## src/rtl/a2d_arb_pkg.sv

```systemverilog
// Shared types and constants for the A2D converter arbiter.
// Grant encoding, IR channel map and default timing parameters.
package a2d_arb_pkg;

  typedef enum logic [1:0] {IDLE, ISSUE, WAIT, GUARD} state_t;

  localparam logic GNT_MOTION = 1'b0;
  localparam logic GNT_AUX    = 1'b1;

  // IR sensor pairs as wired on the converter mux
  localparam logic [2:0] CH_IR_INNER_L = 3'd1;
  localparam logic [2:0] CH_IR_INNER_R = 3'd0;
  localparam logic [2:0] CH_IR_MID_L   = 3'd4;
  localparam logic [2:0] CH_IR_MID_R   = 3'd2;
  localparam logic [2:0] CH_IR_OUTER_L = 3'd3;
  localparam logic [2:0] CH_IR_OUTER_R = 3'd7;

  localparam int TIMEOUT_CYCLES_DEF = 4096;
  localparam int GUARD_CYCLES_DEF   = 2;
  localparam int STARVE_LIMIT_DEF   = 3;

  // The aux sampler wins when it is alone or has waited out the starve limit.
  function automatic logic pick_aux(input logic pend0, input logic pend1,
                                    input logic starved);
    return pend1 && (!pend0 || starved);
  endfunction

endpackage

```

## src/rtl/a2d_arbiter_timer.sv

```systemverilog
// Loadable down-counter with a terminal-count flag.
// Used for both the conversion timeout and the post-conversion guard.
module arb_timer #(
  parameter int WIDTH = 4
) (
  input  logic             clk,
  input  logic             rst_n,
  input  logic             load_i,
  input  logic [WIDTH-1:0] load_val_i,
  input  logic             en_i,
  output logic             done_o
);

  logic [WIDTH-1:0] cnt_q;

  always_ff @(posedge clk or negedge rst_n) begin
    if (!rst_n) begin
      cnt_q <= '0;
    end else if (load_i) begin
      cnt_q <= load_val_i;
    end else if (en_i && (cnt_q != '0)) begin
      cnt_q <= cnt_q - WIDTH'(1);
    end
  end

  assign done_o = (cnt_q == '0);

endmodule

```

## src/rtl/a2d_arbiter.sv

```systemverilog
// Arbitrates the single A2D converter between the motion controller (req0)
// and the auxiliary sampler (req1), with timeout and starvation protection.
//
// state | meaning
// IDLE  | no conversion; grant the next pending requester
// ISSUE | one-cycle start pulse to the converter, timeout timer loaded
// WAIT  | waiting for converter completion or timeout
// GUARD | converter CS recovery gap before the next grant
module a2d_arbiter
  import a2d_arb_pkg::*;
#(
  parameter int TIMEOUT_CYCLES = TIMEOUT_CYCLES_DEF,
  parameter int GUARD_CYCLES   = GUARD_CYCLES_DEF,
  parameter int STARVE_LIMIT   = STARVE_LIMIT_DEF
) (
  input  logic        clk,
  input  logic        rst_n,
  input  logic        req0_strt,
  input  logic [2:0]  req0_chnnl,
  input  logic        req1_strt,
  input  logic [2:0]  req1_chnnl,
  output logic        a2d_strt_cnv,
  output logic [2:0]  a2d_chnnl,
  input  logic        a2d_cnv_cmplt,
  input  logic [11:0] a2d_res,
  output logic        cmplt0,
  output logic        cmplt1,
  output logic [11:0] res_out,
  output logic        busy,
  output logic        timeout_err,
  input  logic        clr_err
);

  localparam int TW = $clog2(TIMEOUT_CYCLES);
  localparam int GW = $clog2(GUARD_CYCLES + 1);
  localparam int SW = $clog2(STARVE_LIMIT + 1);

  state_t        state_q, state_d;
  logic [1:0]    pend_q, pend_d;
  logic [2:0]    pch0_q, pch0_d;
  logic [2:0]    pch1_q, pch1_d;
  logic          gnt_q, gnt_d;
  logic [2:0]    chnl_q, chnl_d;
  logic [11:0]   res_q, res_d;
  logic [1:0]    cmplt_q, cmplt_d;
  logic          err_q, err_d;
  logic [SW-1:0] starve_q, starve_d;

  logic tmo_load, tmo_en, tmo_done;
  logic grd_load, grd_en, grd_done;
  logic grant, win, fin, tmo_hit;

  arb_timer #(.WIDTH(TW)) u_tmo (
    .clk        (clk),
    .rst_n      (rst_n),
    .load_i     (tmo_load),
    .load_val_i (TW'(TIMEOUT_CYCLES - 1)),
    .en_i       (tmo_en),
    .done_o     (tmo_done)
  );

  arb_timer #(.WIDTH(GW)) u_grd (
    .clk        (clk),
    .rst_n      (rst_n),
    .load_i     (grd_load),
    .load_val_i (GW'(GUARD_CYCLES - 1)),
    .en_i       (grd_en),
    .done_o     (grd_done)
  );

  always_comb begin
    state_d  = state_q;
    pend_d   = pend_q;
    pch0_d   = pch0_q;
    pch1_d   = pch1_q;
    gnt_d    = gnt_q;
    chnl_d   = chnl_q;
    res_d    = res_q;
    cmplt_d  = 2'b00;
    err_d    = err_q;
    starve_d = starve_q;
    tmo_load = 1'b0;
    tmo_en   = 1'b0;
    grd_load = 1'b0;
    grd_en   = 1'b0;
    grant    = 1'b0;
    win      = GNT_MOTION;
    fin      = 1'b0;
    tmo_hit  = 1'b0;

    case (state_q)
      IDLE: begin
        if (|pend_q) begin
          grant   = 1'b1;
          win     = pick_aux(pend_q[0], pend_q[1], starve_q == SW'(STARVE_LIMIT))
                    ? GNT_AUX : GNT_MOTION;
          gnt_d   = win;
          chnl_d  = (win == GNT_AUX) ? pch1_q : pch0_q;
          state_d = ISSUE;
        end
      end
      ISSUE: begin
        tmo_load = 1'b1;
        state_d  = WAIT;
      end
      WAIT: begin
        tmo_en = 1'b1;
        // a real completion beats a coincident timeout
        if (a2d_cnv_cmplt) begin
          res_d = a2d_res;
          fin   = 1'b1;
        end else if (tmo_done) begin
          res_d   = 12'h000;
          fin     = 1'b1;
          tmo_hit = 1'b1;
        end
        if (fin) begin
          cmplt_d[gnt_q] = 1'b1;
          grd_load       = 1'b1;
          state_d        = GUARD;
        end
      end
      GUARD: begin
        grd_en = 1'b1;
        if (grd_done) state_d = IDLE;
      end
      default: state_d = IDLE;
    endcase

    // a new request in its own completion cycle re-arms the latch
    if (req0_strt && (!pend_q[0] || (fin && gnt_q == GNT_MOTION))) begin
      pend_d[0] = 1'b1;
      pch0_d    = req0_chnnl;
    end else if (fin && gnt_q == GNT_MOTION) begin
      pend_d[0] = 1'b0;
    end
    if (req1_strt && (!pend_q[1] || (fin && gnt_q == GNT_AUX))) begin
      pend_d[1] = 1'b1;
      pch1_d    = req1_chnnl;
    end else if (fin && gnt_q == GNT_AUX) begin
      pend_d[1] = 1'b0;
    end

    if (!pend_q[1]) begin
      starve_d = '0;
    end else if (grant) begin
      if (win == GNT_AUX) starve_d = '0;
      else if (starve_q != SW'(STARVE_LIMIT)) starve_d = starve_q + SW'(1);
    end

    if (clr_err) err_d = 1'b0;
    else if (tmo_hit) err_d = 1'b1;
  end

  always_ff @(posedge clk or negedge rst_n) begin
    if (!rst_n) begin
      state_q  <= IDLE;
      pend_q   <= 2'b00;
      pch0_q   <= 3'b000;
      pch1_q   <= 3'b000;
      gnt_q    <= GNT_MOTION;
      chnl_q   <= 3'b000;
      res_q    <= 12'h000;
      cmplt_q  <= 2'b00;
      err_q    <= 1'b0;
      starve_q <= '0;
    end else begin
      state_q  <= state_d;
      pend_q   <= pend_d;
      pch0_q   <= pch0_d;
      pch1_q   <= pch1_d;
      gnt_q    <= gnt_d;
      chnl_q   <= chnl_d;
      res_q    <= res_d;
      cmplt_q  <= cmplt_d;
      err_q    <= err_d;
      starve_q <= starve_d;
    end
  end

  assign a2d_strt_cnv = (state_q == ISSUE);
  assign a2d_chnnl    = chnl_q;
  assign cmplt0       = cmplt_q[0];
  assign cmplt1       = cmplt_q[1];
  assign res_out      = res_q;
  assign busy         = (state_q != IDLE);
  assign timeout_err  = err_q;

endmodule

```

## config.mk

```make
export PLATFORM = sky130hd
export DESIGN_NAME = a2d_arbiter
export DESIGN_NICKNAME = d
export VERILOG_FILES = /design/src/rtl/a2d_arb_pkg.sv /design/src/rtl/a2d_arbiter_timer.sv /design/src/rtl/a2d_arbiter.sv
export SDC_FILE = /design/constraint.sdc
export NUM_CORES = 1
export LEC_CHECK = 0
export CORE_MARGIN = 8
export CORE_UTILIZATION = 30
export DETAILED_ROUTE_END_ITERATION = 8
export GPL_TIMING_DRIVEN = 0
export PLACE_DENSITY_LB_ADDON = 0.1
export SLEW_MARGIN = 10
export SYNTH_ARGS = -nofsm -noshare
export SYNTH_HDL_FRONTEND = slang
export SYNTH_SLANG_ARGS = --single-unit
```

## constraint.sdc

```tcl
create_clock -name clk -period 2.6 [get_ports clk]
set_clock_uncertainty 0.15 [all_clocks]
set_input_delay 0.65 -clock clk [delete_from_list [all_inputs] [get_ports clk]]
set_output_delay 0.65 -clock clk [all_outputs]
set_load 0.01 [all_outputs]
```

# After elaboration in Yosys (flattened, before gate mapping)
# Index checks and enable logic that the tools add are counted.
[op_classes] add_sub_neg=3 order_cmp=2 n_eq_ne=10 muxes=41 n_bitwise=1 reduce_logical=30
[op_table] cell="12-bit two-way mux" n=4
[op_table] cell="1-bit two-way mux" n=23
[op_table] cell="2-bit two-way mux" n=11
[op_table] cell="2-bit nonzero test" n=8
[op_table] cell="12-bit logical NOT" n=1
[op_table] cell="12-bit nonzero test" n=1
[op_table] cell="12-bit by 1-bit subtractor with 12-bit output (second input constant)" n=1
[op_table] cell="1-bit logical AND" n=8
[op_table] cell="2-bit != test (second input constant)" n=4
[op_table] cell="2-bit one-hot mux with 4 select lines" n=1
[op_table] cell="2-bit == test (second input constant)" n=3
[op_table] cell="2-bit AND reduction" n=3
[op_table] cell="2-bit logical NOT" n=2
[op_table] cell="1-bit logical OR" n=3
[op_table] cell="3-bit two-way mux" n=1
[op_table] cell="3-bit by 1-bit != test with 1-bit output (second input constant)" n=1
[op_table] cell="3-bit AND reduction" n=1
[op_table] cell="2-bit by 1-bit adder with 2-bit output (second input constant)" n=1
[op_table] cell="2-bit by 1-bit == test with 1-bit output (second input constant)" n=1
[op_table] cell="1-bit logical NOT" n=2
[op_table] cell="1-bit by 2-bit less-than comparator with 1-bit output (second input constant)" n=1
[op_table] cell="2-bit by 1-bit != test with 1-bit output (second input constant)" n=1
[op_table] cell="2-bit OR reduction" n=1
[op_table] cell="2-bit by 1-bit subtractor with 2-bit output (second input constant)" n=1
[op_table] cell="3 further kinds" n=3
[word_totals] reg_bits=45 input_bits=24 output_inout_bits=20 elab_cells=100

# Longest topological paths before layout
[depth] ltp_word=9 depth_mapped=8 depth_no_buf=6

# Hierarchy
# Synthesis repeated with hierarchy kept, for this count alone.
[hier_totals] hier_cells=219 hier_area_um2=2298.5
[by_module_without_submodules] mod="a2d_arbiter" instances=1 cells_per_inst=117 area_each_um2=1367.6 seq_area_each_um2=775.7
[by_module_without_submodules] mod="arb_timer (u_tmo)" instances=1 cells_per_inst=89 area_each_um2=798.3 seq_area_each_um2=300.3
[by_module_without_submodules] mod="arb_timer (u_grd)" instances=1 cells_per_inst=13 area_each_um2=132.6 seq_area_each_um2=50.0

# Worst setup path after synthesis
# Ideal clock, no wire load.
[synth_timing] path_kind="register -> register" from="register state_q[0]" to="register pch1_q[0]" setup_ns=0.125 arrival_ns=1.706 required_time_ns=2.325 setup_slack_ns=0.618 stages_incl_launch_ff=8 path_buffers=1 synth_period_minus_slack_ns=1.982 path_cell_list="dfrtp_1 > inv_1 > ha_1 > buf_2 > nand2_1 > nor3_1 > a41o_4 > mux2_4"
[synth_between] elab_chain_len=5
[synth_rtl] element="start: declaration" line_no="a2d_arbiter.sv:38" source="state_t state_q, state_d;"
[synth_rtl] element="start signal: assignment" line_no="a2d_arbiter.sv:168" source="state_q <= state_d;"
[synth_rtl] element="2-bit == test" line_no="a2d_arbiter.sv:91" source="case (state_q)"
[synth_rtl] element="1-bit two-way mux" line_no="a2d_arbiter.sv:91"
[synth_rtl] element="1-bit logical AND" line_no="a2d_arbiter.sv:137" source="if (req1_strt && (!pend_q[1] || (fin && gnt_q == GNT_AUX))) begin"
[synth_rtl] element="1-bit logical OR" line_no="a2d_arbiter.sv:137"
[synth_rtl] element="1-bit logical AND" line_no="a2d_arbiter.sv:137"
[synth_rtl] element="end signal: assignment" line_no="a2d_arbiter.sv:171" source="pch1_q <= pch1_d;"
[synth_rtl] element="end: declaration" line_no="a2d_arbiter.sv:41" source="logic [2:0] pch1_q, pch1_d;"
# No other way between the ends.
# A chain may end at the register's enable or synchronous reset.

# Final worst setup path
[layout_timing] from="register state_q[0]" to="output busy"
[layout_between] elab_chain_len=1
[layout_rtl] element="2-bit nonzero test" line_no="a2d_arbiter.sv:186" source="assign busy = (state_q != IDLE);"
[layout_rtl] element="end: declaration" line_no="a2d_arbiter.sv:29" source="output logic busy,"
# No other way between the ends.

==> run_results.csv <==
group,metric,value,unit
run_status,status,"finished, final reports clean",
clocking,cts_tree,"built",
timing,setup_viol,0,
placement,place_ws,0.224,ns
logic_synthesis,synthArstFlopShare,1.00,
placement,dp.cells,332,
critical_path,crit_type,"flip-flop to output port",
floorplan,die_x,101,µm
logic_synthesis,yosysWarningCount,0,
critical_path,worstPathMaxFanout,5,
critical_path,worstPathRequired,1.80,ns
logic_synthesis,syn_avg_cell_area,11.5,µm²
floorplan,core.rowCount,31,
clocking,clk_path_buf_depth,2,
critical_path,cp_slowest_cell,"clkdlybuf4s50_1",
critical_path,cp-endpoint,"busy",
logic_synthesis,synthAdderAreaFrac,0.0459,
final_layout,design_area,2890,µm²
logic_synthesis,synthSimpleGateAreaFrac,0.158,
timing,fin_hold_ws,0.100,ns
final_layout,final_nets,275,
logic_synthesis,synth_compound_area_frac,0.168,
critical_path,r2r.worst_path.cells,7,
critical_path,arrival,1.71,ns
floorplan,die_h,101,µm
power_and_ir_drop,vdd_drop_max,0.000236,V
drt,drtAntennaViolNets,0,
critical_path,r2r-start,"state_q[0]$_DFFE_PN0P_",
final_layout,regArea,1130,µm²
final_layout,drive_gt1_frac,0.123,
critical_path,worst-path-stages,4,
critical_path,crit_buf_inv,3,
placement,port_buffers,43,
critical_path,end_kind,"output port",
critical_path,start_kind,"flip-flop",
critical_path,cpPeakStageDelay,0.54,ns
floorplan,coreArea,7140,µm²
grt,grt_max_degree,32,
logic_synthesis,synth_edf_count,0,
final_layout,instances_no_fill,343,
final_layout,fillers,727,
logic_synthesis,synthCells,189,
worst_hold_path,hp-class,"primary input to asynchronous set/reset pin",
timing,setup_tns,0,ns
run,drv_cap,0,
drt,drt_first_iter_violations,30,
critical_path,r2r-end,"u_tmo.cnt_q[10]$_DFFE_PN0P_",
grt,grt_usage,0.104,
logic_synthesis,synth-xor-area-share,0.00803,
drt,wl,4980,µm
drt,via_per_inst,4.63,
timing,relSlewSlack,0.700,
final_layout,multi_input_area,958,µm²
timing,finalMaxSlewViolations,0,
drt,drt-pass1-iter-count,4,
drt,vias,1589,
logic_synthesis,seq_area_frac_synth,0.516,
timing,finalHoldViolCount,0,
floorplan,ios,44,
clocking,clkSinkCount,45,
logic_synthesis,synthesis.area,2180,µm²
logic_synthesis,synth.distinct_cells,52,
grt,antenna_found_initial,0,
power_and_ir_drop,p_per_area,982,nW/µm²
drt,wl_per_cell,14.5,µm
logic_synthesis,synth_fp_nets,221,
clocking,htreeDepth,2,
logic_synthesis,yosys-mux-area-fraction,0.0597,
critical_path,crit_start,"state_q[0]$_DFFE_PN0P_",
clocking,clkLatencyLatePin,0.30,ns
power_and_ir_drop,leakage,1.22,nW
final_layout,area_growth,32.5,%
clocking,root_buffer,"clkbuf_8",
drt,drc,0,
timing,fmax,398,MHz
critical_path,cp_cell_sequence,"inv_1 -> ha_1 -> inv_2 -> clkdlybuf4s50_1",
clocking,numCtsBuffers,5,
timing,tightest_slew,0.447,ns
grt,grt_overflow,0,
grt,grt_pass1_wl,8400,µm
floorplan,dieArea,10300,µm²
logic_synthesis,ys.flop_type,"dfrtp_1",
critical_path,cpLargestDelayFamily,"buffers and inverters",
timing,finalCritPeriodShare,0.966,
timing,finalCriticalPeriod,2.51,ns
critical_path,worst-r2r-setup-slack,0.32,ns
floorplan,initial_core_util,0.306,
logic_synthesis,ys_ff_latch,45,
clocking,path_clk_slew,0.09,ns
placement,hpwlAfterDp,3690,µm
logic_synthesis,synth_top_family_by_area,"compound AO/OA/AOI/OAI gates",
timing,setup_ws,0.0895,ns
final_layout,antenna_cells,0,
placement,dpl_cell_area,2750,µm²
placement,place_congestion,0.708,
grt,grt_pass1_vias,1677,
==> state kept, by name (all words and copies together) (netlist names) <==
| name | flops |
|---|---|
| pend_q | 2 |
| pch1_q | 3 |
| state_q | 2 |
| cmplt_q | 2 |
| gnt_q | 1 |
| pch0_q | 3 |
| starve_q | 2 |
| u_tmo.cnt_q | 12 |
| a2d_chnnl | 3 |
| u_grd.cnt_q | 2 |
| timeout_err | 1 |
| res_out | 12 |
==> how the worst min path moves through the flow <==
stage / endpoint / slack (ns) / cells past startpoint
floorplan: a2d_chnnl[0]$_DFFE_PN0P_ / 0.20 / 0
global placement: a2d_chnnl[0]$_DFFE_PN0P_ / 0.32 / 2
detailed placement: a2d_chnnl[1]$_DFFE_PN0P_ / 0.33 / 2
CTS: res_out[6]$_DFFE_PN0N_ / 0.10 / 1
global route: res_out[5]$_DFFE_PN0N_ / 0.11 / 1
finish: res_out[6]$_DFFE_PN0N_ / 0.10 / 1
==> cell type report <==
| class | count | area share |
|---|---|---|
| clock inverters | 1 | 0.0104 |
| multi-input cells | 125 | 0.332 |
| well taps | 99 | 0.0429 |
| flip-flops and latches | 45 | 0.390 |
| clock buffers | 7 | 0.0299 |
| plain buffers | 8 | 0.0191 |
| inverters | 11 | 0.0143 |
| repair buffers | 47 | 0.162 |
==> synth_stat cells (all sizes together), types with 5 or more instances <==
library cell / instances / area [µm²]
inv: 11 / 41.3
a22o: 12 / 105
nor3: 7 / 62.6
mux2: 7 / 90.1
nand3: 5 / 25.0
nand2: 13 / 48.8
a21oi: 6 / 30.0
buf: 5 / 43.8
ha: 8 / 100
nor2: 9 / 36.3
dfrtp: 45 / 1130
o21ai: 11 / 55.1
==> cells in the final DEF (no fill, tap or decap), drive strengths merged, types with 2 or more instances in the layout <==
cell type	n
nand2	13
nand4	2
mux2	7
inv	11
dfrtp	45
o21ai	11
buf	10
ha	8
nand2b	2
xnor2	2
a21oi	6
nor3b	2
clkbuf	10
a41o	2
or3	4
nor2	9
a21boi	3
nor3	7
a22o	12
clkdlybuf4s50	42
or3b	2
nor2b	3
nand3	5
mux2i	4
==> metrics by stage <==
step           total power [mW]  utilization
2_1_floorplan              1.79            -
3_3_place_gp               2.27        0.383
3_5_place_dp               2.29        0.385
4_1_cts                    2.86        0.402
5_1_grt                    3.07        0.405
6_report                   2.84        0.405
==> report_power, final <==
part           switching [mW]  total (mW)  internal (mW)  leakage [nW]
clock network           0.239       0.552          0.314        0.0585
registers               0.144        1.09          0.943         0.514
logic                   0.548        1.20          0.651         0.644
==> cells by family after synthesis <==
logic type	count (synthesis)
AOI/OAI and AO/OA	48
buffers and inverters	19
and+or+nand+nor	56
xor gates and xnor gates	2
adders and majority gates	8
muxes	11
DFF	45
==> metal layers <==
layer,track usage,share of wire,vias to the layer above
met5,0,0,-
met3,0.0309,0.048,7
met1,0.132,0.48,762
li1,-,-,793
met2,0.160,0.45,27
met4,0.0412,0.015,0
==> what timing repair did <==
action,CTS,global route
hold buffers,0,0
setup endpoints to repair,0,1
buffers inserted,0,3
gates resized for setup,0,1
No activity file was read; power rests on OpenSTA's default activity.
